[config.mk]
export PLATFORM = sky130hd
export DESIGN_NAME = sos_pattern_module
export DESIGN_NICKNAME = d
export VERILOG_FILES = /design/src/rtl/sos_pattern_module.sv
export SDC_FILE = /design/constraint.sdc
export NUM_CORES = 1
export LEC_CHECK = 0
export ABC_AREA = 1
export CAP_MARGIN = 0
export CORE_MARGIN = 5
export CORE_UTILIZATION = 56
export CTS_CLUSTER_SIZE = 10
export DETAILED_ROUTE_END_ITERATION = 8
export GPL_TIMING_DRIVEN = 0
export PLACE_DENSITY = 0.73
export SYNTH_ARGS = -nofsm -noshare
export SYNTH_HDL_FRONTEND = slang
export SYNTH_SLANG_ARGS = --single-unit
[constraint.sdc]
create_clock -name CLK -period 3.6 [get_ports CLK]
set_clock_uncertainty 0.1 [all_clocks]
set_input_delay 0.72 -clock CLK [delete_from_list [all_inputs] [get_ports CLK]]
set_output_delay 0.72 -clock CLK [all_outputs]
set_load 0.01 [all_outputs]
[src/rtl/sos_pattern_module.sv]
// Plays one Morse "S O S" (27 time units) on LED_Out for each accepted SOS_En
// pulse; Busy covers the pattern and Done pulses for one cycle at its end.
module sos_pattern_module #(
   parameter int unsigned T_UNIT = 25_000_000
) (
   input  logic CLK,
   input  logic RST_n,
   input  logic SOS_En,
   output logic LED_Out,
   output logic Busy,
   output logic Done
);

   typedef enum logic [1:0] {IDLE, MARK, SPACE} state_t;

   localparam logic [24:0] CYC_LAST  = 25'(T_UNIT - 1);
   localparam logic [3:0]  LAST_ELEM = 4'd8;

   state_t      state, state_d;
   logic [24:0] cyc_cnt, cyc_cnt_d;
   logic [1:0]  unit_cnt, unit_cnt_d;
   logic [3:0]  elem_idx, elem_idx_d;
   logic        led_d, busy_d, done_d;

   logic        unit_end, is_dash, long_gap, units_done;
   logic [1:0]  unit_last;

   // Elements 3..5 are the dashes of "O"; gaps after 2 and 5 separate letters
   assign is_dash  = (elem_idx == 4'd3) || (elem_idx == 4'd4) || (elem_idx == 4'd5);
   assign long_gap = (elem_idx == 4'd2) || (elem_idx == 4'd5);
   assign unit_end = (cyc_cnt == CYC_LAST);

   always_comb begin
      unit_last = 2'd0;
      if ((state == MARK && is_dash) || (state == SPACE && long_gap))
         unit_last = 2'd2;
   end

   assign units_done = unit_end && (unit_cnt == unit_last);

   always_comb begin
      state_d    = state;
      cyc_cnt_d  = cyc_cnt;
      unit_cnt_d = unit_cnt;
      elem_idx_d = elem_idx;
      done_d     = 1'b0;
      case (state)
         IDLE: begin
            cyc_cnt_d  = '0;
            unit_cnt_d = '0;
            elem_idx_d = '0;
            if (SOS_En)
               state_d = MARK;
         end
         MARK, SPACE: begin
            if (units_done) begin
               cyc_cnt_d  = '0;
               unit_cnt_d = '0;
               if (state == SPACE) begin
                  state_d    = MARK;
                  elem_idx_d = elem_idx + 4'd1;
               end else if (elem_idx < LAST_ELEM) begin
                  state_d = SPACE;
               end else begin
                  state_d    = IDLE;
                  elem_idx_d = '0;
                  done_d     = 1'b1;
               end
            end else if (unit_end) begin
               cyc_cnt_d  = '0;
               unit_cnt_d = unit_cnt + 2'd1;
            end else begin
               cyc_cnt_d = cyc_cnt + 25'd1;
            end
         end
         default: begin
            state_d    = IDLE;
            cyc_cnt_d  = '0;
            unit_cnt_d = '0;
            elem_idx_d = '0;
         end
      endcase
      led_d  = (state_d == MARK);
      busy_d = (state_d != IDLE);
   end

   always_ff @(posedge CLK or negedge RST_n) begin
      if (!RST_n) begin
         state    <= IDLE;
         cyc_cnt  <= '0;
         unit_cnt <= '0;
         elem_idx <= '0;
         LED_Out  <= 1'b0;
         Busy     <= 1'b0;
         Done     <= 1'b0;
      end else begin
         state    <= state_d;
         cyc_cnt  <= cyc_cnt_d;
         unit_cnt <= unit_cnt_d;
         elem_idx <= elem_idx_d;
         LED_Out  <= led_d;
         Busy     <= busy_d;
         Done     <= done_d;
      end
   end

endmodule

### Word-level counts from Yosys, hierarchy flattened

Index checks and enable logic that the tools add are counted.

| storage, ports and cells | value |
|---|---|
| register bits | 36 |
| output and inout port bits | 3 |
| word-level logic and storage cells | 54 |
| bits of input ports | 3 |

| operators by class | value |
|---|---|
| muxes and demuxes | 20 |
| order comparisons | 1 |
| equal/unequal tests | 12 |
| add/sub/neg operators | 3 |
| reduce and logical (&&, ||, !) cells | 11 |

Operators by type and width:

| kind | count |
|---|---|
| $mux 25 | 3 |
| $add 25x1->25 const B | 1 |
| $eq 25x25->1 const B | 1 |
| $mux 2 | 8 |
| $mux 4 | 4 |
| $eq 4x2->1 const B | 2 |
| $eq 4x3->1 const B | 2 |
| $ne 3x3->1 const B | 2 |
| $add 4x1->4 const B | 1 |
| $eq 2x1->1 const B | 2 |
| $logic_or 1x1->1 | 4 |
| $lt 4x4->1 const B | 1 |
| $mux 1 | 4 |
| $pmux 2 s2 | 1 |
| $logic_and 1x1->1 | 3 |
| $add 2x1->2 const B | 1 |
| $eq 2x2->1 | 1 |
| $eq 2x2->1 const B | 1 |
| $logic_not 2->1 | 1 |
| $ne 2x2->1 const B | 1 |
| $reduce_and 2->1 | 1 |
| $reduce_bool 2->1 | 1 |
| $reduce_or 2->1 | 1 |

### Longest topological paths before layout

| logic depth | value |
|---|---|
| depth in word-level cells | 11 |
| depth in mapped cells | 14 |
| depth with buffers taken out | 14 |

### Worst setup path after synthesis

No wires, ideal clock.

| path | value |
|---|---|
| path type | register to register |
| start point | register elem_idx[0] |
| end point | register Busy |
| setup slack | 1.788 ns |
| setup time | 0.118 ns |
| path buffers | 0 |
| stages on the path, launching flop included | 14 |
| arrival | 1.594 ns |
| period minus slack after synthesis | 1.812 ns |
| data required time | 3.382 ns |
| path through | dfrtp_1 ha_1 nor2_1 nor2_1 nor2_1 nor2_1 nand2_1 nand2_1 o21bai_4 nand2_4 nand2_1 nand2_1 nand2_1 nand2_1 |

| on the way | value |
|---|---|
| word-level cells in the longest chain between the ends | 11 |
| elaborated cells between the ends (all ways) | 19 |
| classes of those cells | 1 x order compare; 5 x eq/ne; 5 x mux; 8 x reduce/logical |

Ends and longest elaborated chain:

| what | RTL line | text |
|---|---|---|
| start, declared | 22 | `logic [3:0] elem_idx, elem_idx_d;` |
| start signal, assigned | 100 | `elem_idx <= elem_idx_d;` |
| $eq 4x2->1 or $eq 4x3->1 (tied branches) | 29 | `assign is_dash = (elem_idx == 4'd3) \|\| (elem_idx == 4'd4) \|\| (elem_idx == 4'd5);` |
| $logic_or 1x1->1 (2 in a row) | 29 |  |
| $logic_and 1x1->1 | 35 | `if ((state == MARK && is_dash) \|\| (state == SPACE && long_gap))` |
| $logic_or 1x1->1 | 35 |  |
| $mux 2 | 35 |  |
| $eq 2x2->1 | 39 | `assign units_done = unit_end && (unit_cnt == unit_last);` |
| $logic_and 1x1->1 | 39 |  |
| $mux 2 (*) | 56 | `if (units_done) begin` |
| $pmux 2 s2 (*) | 47 | `case (state)` |
| $reduce_bool 2->1 (*) | 84 | `busy_d = (state_d != IDLE);` |
| named net busy_d | 23 | `logic led_d, busy_d, done_d;` |
| end signal, assigned | 102 | `Busy <= busy_d;` |
| end, declared | 10 | `output logic Busy,` |

The timed path passes the listed nets; every way through them passes the cells marked *.
A chain may end at the register's enable or synchronous reset.

### Worst setup path after layout

| path | value |
|---|---|
| start point | register state[1] |
| end point | register Busy |

| on the way | value |
|---|---|
| word-level cells in the longest chain between the ends | 9 |
| elaborated cells between the ends (all ways) | 15 |
| classes of those cells | 3 x eq/ne; 5 x mux; 7 x reduce/logical |

Ends and longest elaborated chain:

| what | RTL line | text |
|---|---|---|
| start, declared | 19 | `state_t state, state_d;` |
| start signal, assigned | 97 | `state <= state_d;` |
| $eq 2x1->1 or $eq 2x2->1 (tied branches) | 35, 47, 59 |  |
| $logic_and 1x1->1 | 35 |  |
| $logic_or 1x1->1 | 35 |  |
| $mux 2 | 35 |  |
| $eq 2x2->1 | 39 |  |
| $logic_and 1x1->1 | 39 |  |
| $mux 2 | 56 |  |
| $pmux 2 s2 (*) | 47 |  |
| $reduce_bool 2->1 (*) | 84 |  |
| named net busy_d | 23 |  |

Marks and branches as above.

==> reports/summary.txt <==
Clock power share - 28.0%
Ys Warns - 0
Max cap viols - 0
GP Congestion - 0.857
Max-slew violation count - 0
R2R Setup Slk - 1.55 ns
Post-synth EDFFs - 0
Via Count - 1761
Top_reg_cell synth - dfrtp_1
Clock Sinks - 36
Startpoint types - flip-flop
Die H - 71.3 um
IO buf count - 5
FFs w/ async S/R, synth - 100%
DR DRC count - 0
Pint - 0.702 mW
IR drop worst, VDD - 0.330 mV
CTS tree - done
H-tree levels - 2
CP Data Arrival Time - 2.12 ns
Post-CTS setup buffers - 0
Critical path type - flip-flop to flip-flop
Avg Cell Area, Syn - 7.71 sq um
Num ports - 6
Area growth syn-to-layout - 9.27%
Share of layout cells above drive strength 1 - 9.44%
Post-layout util - 62.9%
Setup TNS - 0 ns
Hold-fix buffers at CTS - 0
GRT Total Usage - 18.6%
RR Startpoint - state[1]$_DFF_PN0_
Drt total wl - 4.11 mm
Reg area - 901 sq um
Status - completed
Min-Delay Path Class - flip-flop to flip-flop
Die footprint - 0.00509 sq mm
Via/cell ratio - 5.27
Min cycle time layout - 2.05 ns
1st-pass router iterations - 4
Crit-path max FO - 8
Net Sw Power - 0.340 mW
ANT cells - 0
Setup crit end kind - flip-flop
Worst-Margin Slew - 0.789 ns
Fraction of the yosys area taken by sequential cells - 42.8%
Synth Cell Area - 0.00211 sq mm
Hold slack - 0.356 ns
Hold Startpoint - cyc_cnt[0]$_DFF_PN0_
Worst-Skew Late Latency - 0.29 ns
Core area - 0.00366 sq mm
Comb pwr share - 27.0%
Hold depth - 1
Final nets - 297
# fillers - 345
WL/cell - 12.3 um
Net Sw Frac - 32.6%
Max-slew headroom - 47.4%
Root Driver - clkbuf_8
Die X - 71.3 um
Post-synthesis register bit count - 36
Starting Density - 57.5%
Clock Path Buffers - 2
WP data required - 3.68 ns
Synth area leader - dfrtp_1
First-pass GRT wire length - 7.56 mm
Cell variety after synth - 29
F_max - 0.489 GHz
PostCTS Resize Cnt - 0
Synth top area share - 42.8%
Clock-pin slew on the worst setup and hold paths - 0.07 ns
Detailed Route Iter0 Violations - 127
Leak - 1.00 nW
Period utilization - 56.8%
Pin count of the biggest net entering global routing - 37
CTS Buf Count - 5
HPWL after detailed placement - 3.11 mm
Synth top area cells - dfrtp_1, nand2_1, inv_1
Post-Synthesis Cells - 273
Pwr dens - 453 mW/mm^2
Post-synth net total - 285
Top post-synthesis cells by count - nand2_1, inv_1, dfrtp_1, nor2_1, nor3_1
Count of final setup violators - 0
Most common cell in the netlist - nand2_1
Area occupied by multi-input gates - 0.00104 sq mm
Register share of total power - 45.0%
Initial antenna violation count - 0
Grt ovf - 0
RSZ-0062 raised after global routing - false
Vias in the first global route - 1691
Critical R2R Capture - Busy$_DFF_PN0_
Row count - 22
Hold Path End - cyc_cnt[0]$_DFF_PN0_
Post-route ant nets - 0
Final Hold Fails - 0
Register-to-Register Path Depth - 13
## layer usage
metal / up-vias / wire length (um) / global-route usage [%]
li1: 912 / - / -
met1: 817 / 1990 / 25.0
met5: - / 0 / 0
met3: 6 / 157 / 4.91
met2: 26 / 1910 / 28.6
met4: 0 / 53 / 7.31
## through the flow
step                setup WS, ns  instance area [sq um]  cells  total power, mW
CTS                         1.53                   2300    334             1.06
detailed placement          1.56                   2210    326            0.760
finish                      1.55                   2300    334             1.04
floorplan                   1.79                   2110    273            0.669
global placement           0.932                   2220    326            0.755
global route                1.33                   2300    334             1.12
## critical path: stages, from the launching register on
cell,delay [ns]
dfrtp_1,0.40
inv_1,0.12
ha_1,0.22
nand2_1,0.07
nand3_1,0.07
nand3_1,0.12
o21bai_2,0.16
nand2_1,0.13
o21bai_4,0.20
nand2_4,0.10
nand2_1,0.07
nand2_1,0.06
nand2_1,0.08
nand2_1,0.06
## sequential cells by signal, indices dropped and copies added (netlist names)
name      count
LED_Out       1
Busy          1
elem_idx      4
unit_cnt      2
Done          1
cyc_cnt      25
state         2
## kinds of logic (layout without fill, tap and decap cells)
group	count (synthesis)	in the layout	synth area share (%)
buf+inv	44	57	7.96
simple gates	143	143	31.7
compound gates	36	36	10.1
flops	36	36	42.8
xor+xnor	5	5	2.08
fa+ha+maj	9	9	5.35
## power groups by stage
stage               registers (mW)  logic (mW)  clock network (mW)
detailed placement           0.477       0.283                   0
CTS                          0.470       0.285               0.303
finish                       0.469       0.281               0.292
global placement             0.476       0.280                   0
global route                 0.474       0.319               0.325
floorplan                    0.478       0.191                   0
## cells in the final DEF (no fill, tap or decap), drive strengths merged, types with 2 or more instances in the layout
cell type / instances
nand2: 60
inv: 42
nor2: 41
dfrtp: 36
nor3: 18
a21oi: 16
o21ai: 14
nand3: 10
ha: 9
nand4: 9
clkbuf: 8
nor4: 5
xor2: 4
clkdlybuf4s50: 4
buf: 3
o21bai: 2
## layout make-up
class	instances	share of cell area, %
Clock buffer	8	3.92
Tap cell	48	2.61
Sequential cell	36	39.2
Buffer	2	0.435
Inverter	42	6.85
Multi-Input combinational cell	193	45.1
Timing Repair Buffer	5	1.96
## worst max path at each step
stage | from | end | slack (ns) | cells after the start
final | state[1]$_DFF_PN0_ | Busy$_DFF_PN0_ | 1.55 | 13
after global routing | elem_idx[1]$_DFFE_PN0P_ | Busy$_DFF_PN0_ | 1.33 | 13
after CTS | state[1]$_DFF_PN0_ | Busy$_DFF_PN0_ | 1.53 | 13
after detailed placement | state[1]$_DFF_PN0_ | Busy$_DFF_PN0_ | 1.56 | 13
after global placement | RST_n | elem_idx[1]$_DFFE_PN0P_ | 0.93 | 1
after floorplan | elem_idx[0]$_DFFE_PN0P_ | Busy$_DFF_PN0_ | 1.79 | 13
No activity file was read; power rests on OpenSTA's default activity.
==> edit 1: new RTL, same settings <==
Register the input `SOS_En` before use, with the module's reset. The logic sees it one clock later.
--- a/src/rtl/sos_pattern_module.sv
+++ b/src/rtl/sos_pattern_module.sv
@@ -17,2 +17,12 @@
    localparam logic [3:0]  LAST_ELEM = 4'd8;
+
+   logic SOS_En_q;
+
+   always_ff @(posedge CLK or negedge RST_n) begin
+      if (!RST_n) begin
+         SOS_En_q <= '0;
+      end else begin
+         SOS_En_q <= SOS_En;
+      end
+   end
 
@@ -51,3 +61,3 @@
             elem_idx_d = '0;
-            if (SOS_En)
+            if (SOS_En_q)
                state_d = MARK;
Behaviour: not the same (Yosys sat finds a counterexample within 4 cycles, from zero or initial values and one cycle with RST_n low).
==> edit 1 against the unedited design <==
Design area is 2.2% higher; die area is 1.0% higher; hold slack better by 0.0082 ns; critical path type unchanged; sequential cell count is 1 higher; count of clock-buffer cells in the layout is 3 lower; cell count is 0.30% higher; via count is 0.80% higher; total power is 8.3% higher; synthesized area is 1.2% higher; sequential power is 3% higher; worst setup slack worse by 0.037 ns; largest cell class unchanged; routed wire length is 6.1% higher; critical path depth stayed put; largest power group unchanged.
==> edit 1: results (changes against the unedited design) <==
routing:
  wl_met3_um: 230  # was 157 um
  wl_per_cell_um: 13.0  # was 12.3 um
  wl_met1_um: 2090  # was 1990 um
  routed.top_layer: "met4"  # unchanged
  vias_per_cell: 5.30  # was 5.27
  wl_met2_um: 1960  # was 1910 um
  drtPass1Iterations: 5  # was 4
  drt-initial-drc-count: 118  # was 127
synthesis:
  synth_common_cells: "nand2_1, inv_1, dfrtp_1"  # unchanged
  synth_compound_area_share_pct: 9.98  # was 10.1%
  synth_fa_ha_area_share_pct: 5.28  # was 5.35%
  yosysUniqueCellTypes: 29  # unchanged
  seq_area_frac_synth_pct: 43.5  # was 42.8%
  synth_xor_area_share_pct: 2.06  # was 2.08%
  synthesis.nets: 286  # was 285
  synthTopCellsByArea: "dfrtp_1, nand2_1, inv_1, nor2_1, ha_1"  # unchanged
pwr:
  ir_worst_vdd_v: 0.000406  # was 0.000330 V
  leakage_nw: 1.02  # was 1.00 nW
  swShare_pct: 32.2  # was 32.6%
  p_comb_share_pct: 25.1  # was 27.0%
  clkPwrFrac_pct: 32.2  # was 28.0%
  p_per_area_mw_per_mm2: 480  # was 453 mW/mm2
grt:
  grt_pass1_vias: 1634  # was 1691
  track_usage_pct: 19.1  # was 18.6%
  gr-usage-met1_pct: 27.5  # was 25.0%
  grt_start_max_net_pins: 38  # was 37
  use_met2_pct: 28.5  # was 28.6%
  use_met3_pct: 4.21  # was 4.91%
  grt_first_pass_wirelength_um: 7730  # was 7560 um
critical_path:
  rrSetupSlack_ns: 1.52  # was 1.55 ns
  critPathArrivalTime_ns: 2.18  # was 2.12 ns
  r2r_cells: 13  # unchanged
layout:
  drive_gt1_share_pct: 10.1  # was 9.44%
  nNetsFinal: 298  # was 297
place:
  place.gp.congestion: 0.884  # was 0.857
  hpwl_um: 3170  # was 3110 um
  post_dp_cell_area_mm2: 0.00224  # was 0.00221 mm2
  dp_slack_ns: 1.54  # was 1.56 ns
clock_network:
  clockBufferDepth: 2  # unchanged
  htree_num_levels: 2  # unchanged
sta:
  fin_crit_sh_pct: 57.9  # was 56.8%
  slew-limit-headroom_pct: 45.8  # was 47.4%
run_status:
  status: "finished, final reports clean"  # unchanged
## edit 1: metrics by stage
| step | std cells | hold slack (ns) |
|---|---|---|
| floorplan | 274 | 0.324 |
| global placement | 327 | 0.356 |
| detailed placement | 327 | 0.363 |
| CTS | 335 | 0.374 |
| global route | 335 | 0.391 |
| finish | 335 | 0.364 |
## edit 1: cell type report
type | count | area (um2) | area share, %
Sequential cell | 37 | 926 | 39.4
Timing Repair Buffer | 5 | 45.0 | 1.92
Multi-Input combinational cell | 193 | 1040 | 44.1
Clock buffer | 5 | 68.8 | 2.93
Clock inverter | 3 | 46.3 | 1.97
Tap cell | 48 | 60.1 | 2.55
Inverter | 42 | 158 | 6.71
Buffer | 2 | 10.0 | 0.426
## edit 1: cells by family after synthesis
logic type / Yosys count
buffers and inverters: 44
xor gates and xnor gates: 5
and+or+nand+nor: 143
DFF: 37
AOI/OAI and AO/OA: 36
adders and majority gates: 9
==> edit 2: new RTL, same settings <==
Made on the original files. Set the parameter `T_UNIT` to 12_500_000 (it was 25_000_000).
--- a/src/rtl/sos_pattern_module.sv
+++ b/src/rtl/sos_pattern_module.sv
@@ -3,3 +3,3 @@
 module sos_pattern_module #(
-   parameter int unsigned T_UNIT = 25_000_000
+   parameter int unsigned T_UNIT = 12_500_000
 ) (
Function: no difference found for any inputs over 10 cycles, from zero or initial values and one cycle with RST_n low; that may be too few to reach the edited logic, so the function may still have changed.
==> edit 2 against the unedited design <==
Worst setup slack got worse by 0.0095 ns; sequential cell count did not move; design area is 1.5% higher; synthesized area down 0.12%; sequential share of layout area fell by 0.57 points; routed wire length fell by 3.8%; total power is 10% higher; hold slack gained 0.018 ns; utilization grew 0.92 points; sequential power about the same; die area is essentially flat; count of clock-buffer cells in the layout down 1; highest routed layer unchanged.
==> edit 2: results (changes against the unedited design) <==
layout:
  layoutNonFillerInstCount: 328  # was 334
  layout_commonest_cell: "nand2_1"  # unchanged
  diodes: 0  # unchanged
  reg.largest.list: "cyc_cnt x25, elem_idx x4"  # unchanged
  nNetsFinal: 291  # was 297
  fillCellCount: 312  # was 345
  drive_gt1_share_pct: 12.9  # was 9.44%
synthesis:
  synth_flop_cell: "dfrtp_1"  # unchanged
  yosysUniqueCellTypes: 31  # was 29
  synthArstFlopShare_pct: 100  # unchanged
  yosysWarnings: 0  # unchanged
  synthesis.nets: 279  # was 285
  synth_area_per_cell_um2: 7.88  # was 7.71 um2
  synthTopCellsByArea: "dfrtp_1, nand2_1, nor2_1, inv_1, ha_1"  # was dfrtp_1, nand2_1, inv_1, nor2_1, ha_1
  synth_common_cells: "nand2_1, nor2_1, dfrtp_1"  # was nand2_1, inv_1, dfrtp_1
  seq_area_frac_synth_pct: 42.8  # about the same
routing:
  drt-initial-drc-count: 107  # was 127
  drtPass1Iterations: 4  # unchanged
  wl_per_cell_um: 12.0  # was 12.3 um
  via_count: 1688  # was 1761
critical_path:
  critPathArrivalTime_ns: 2.13
  worst-path-max-fanout: 8  # unchanged
  crit_family: "simple AND/OR/NAND/NOR gates"  # unchanged
  cp_slowest_cell: "dfrtp_1"  # unchanged
  cpPeakStageDelay_ns: 0.42  # was 0.40 ns
pwr:
  swShare_pct: 31.0  # was 32.6%
  ir_worst_vdd_v: 0.000318  # was 0.000330 V
  p_per_area_mw_per_mm2: 491  # was 453 mW/mm2
  pwr-share-seq_pct: 41.0  # was 45.0%
  leakage_nw: 1.02  # was 1.00 nW
  p_comb_share_pct: 24.9  # was 27.0%
sta:
  tightest_slew_ns: 0.809  # was 0.789 ns
hold_path:
  min_path_type: "flip-flop to flip-flop"  # unchanged
grt:
  grt_first_pass_wirelength_um: 7180  # was 7560 um
  track_usage_pct: 17.7  # was 18.6%
  grt_start_max_net_pins: 37  # unchanged
  antenna_found_initial: 0  # unchanged
place:
  post_dp_cell_area_mm2: 0.00221  # about the same
  place_inst: 320  # was 326
  hpwl_um: 2900  # was 3110 um
  place.gp.congestion: 0.867  # was 0.857
  dp_slack_ns: 1.55  # was 1.56 ns
  portBuffers: 5  # unchanged
clock_network:
  clk_latency_ns: 0.30
  clockBufferDepth: 2  # unchanged
  ctsResizeCount: 0  # unchanged
  htree_num_levels: 2  # unchanged
  clk_pin_slew_worst_paths_ns: 0.07  # about the same
  cts_made_buffers: 5  # unchanged
  post_cts.repair.setup_buffers: 0  # unchanged
  cts_root_buffer: "clkbuf_8"  # unchanged
run_status:
  status: "finished, final reports clean"  # unchanged
edit 2: metal layers:
layer	part of all wire, %	track usage (%)
met2	46	28.9
met1	49	23.2
met3	4.1	4.91
met5	0	0
met4	0.76	5.01
edit 2: logic make-up (layout without fill, tap and decap cells):
family	after synthesis	after routing	synth area share [%]
simple gates	137	137	31.0
buf+inv	38	51	6.84
compound gates	44	44	12.7
fa+ha+maj	9	9	5.35
flops	36	36	42.8
xor+xnor	3	3	1.25
edit 2: area by class of cell:
type / instances / area, um2 / area share [%]
plain buffers: 2 / 8.76 / 0.375
clock buffers: 7 / 96.3 / 4.13
well taps: 48 / 60.1 / 2.57
repair buffers: 5 / 45.0 / 1.93
clock inverters: 1 / 30.0 / 1.29
multi-input cells: 193 / 1060 / 45.3
flip-flops and latches: 36 / 901 / 38.6
inverters: 36 / 135 / 5.79
edit 2: worst paths after layout:
check | from | to | slack [ns] | cells past startpoint
min in group asynchronous | RST_n | cyc_cnt[12] | 0.41 | 1
hold / removal | cyc_cnt[0] | cyc_cnt[0] | 0.37 | 1
max in group asynchronous | RST_n | Done | 2.47 | 1
setup / recovery | elem_idx[1] | Busy | 1.54 | 13
setup reg to reg | elem_idx[1] | Busy | 1.54 | 13
hold reg to reg | cyc_cnt[0] | cyc_cnt[0] | 0.37 | 1
edit 2: worst register-to-register path: stages, from the launching register on:
cell	delay [ns]
dfrtp_1	0.42
ha_1	0.23
nor2_1	0.13
nor2_1	0.05
nor2_1	0.20
nor2_1	0.08
nand2_1	0.10
nand2_1	0.09
o21bai_4	0.18
nand2_4	0.10
nand2_1	0.07
nand2_1	0.06
nand2_1	0.07
nand2_1	0.05
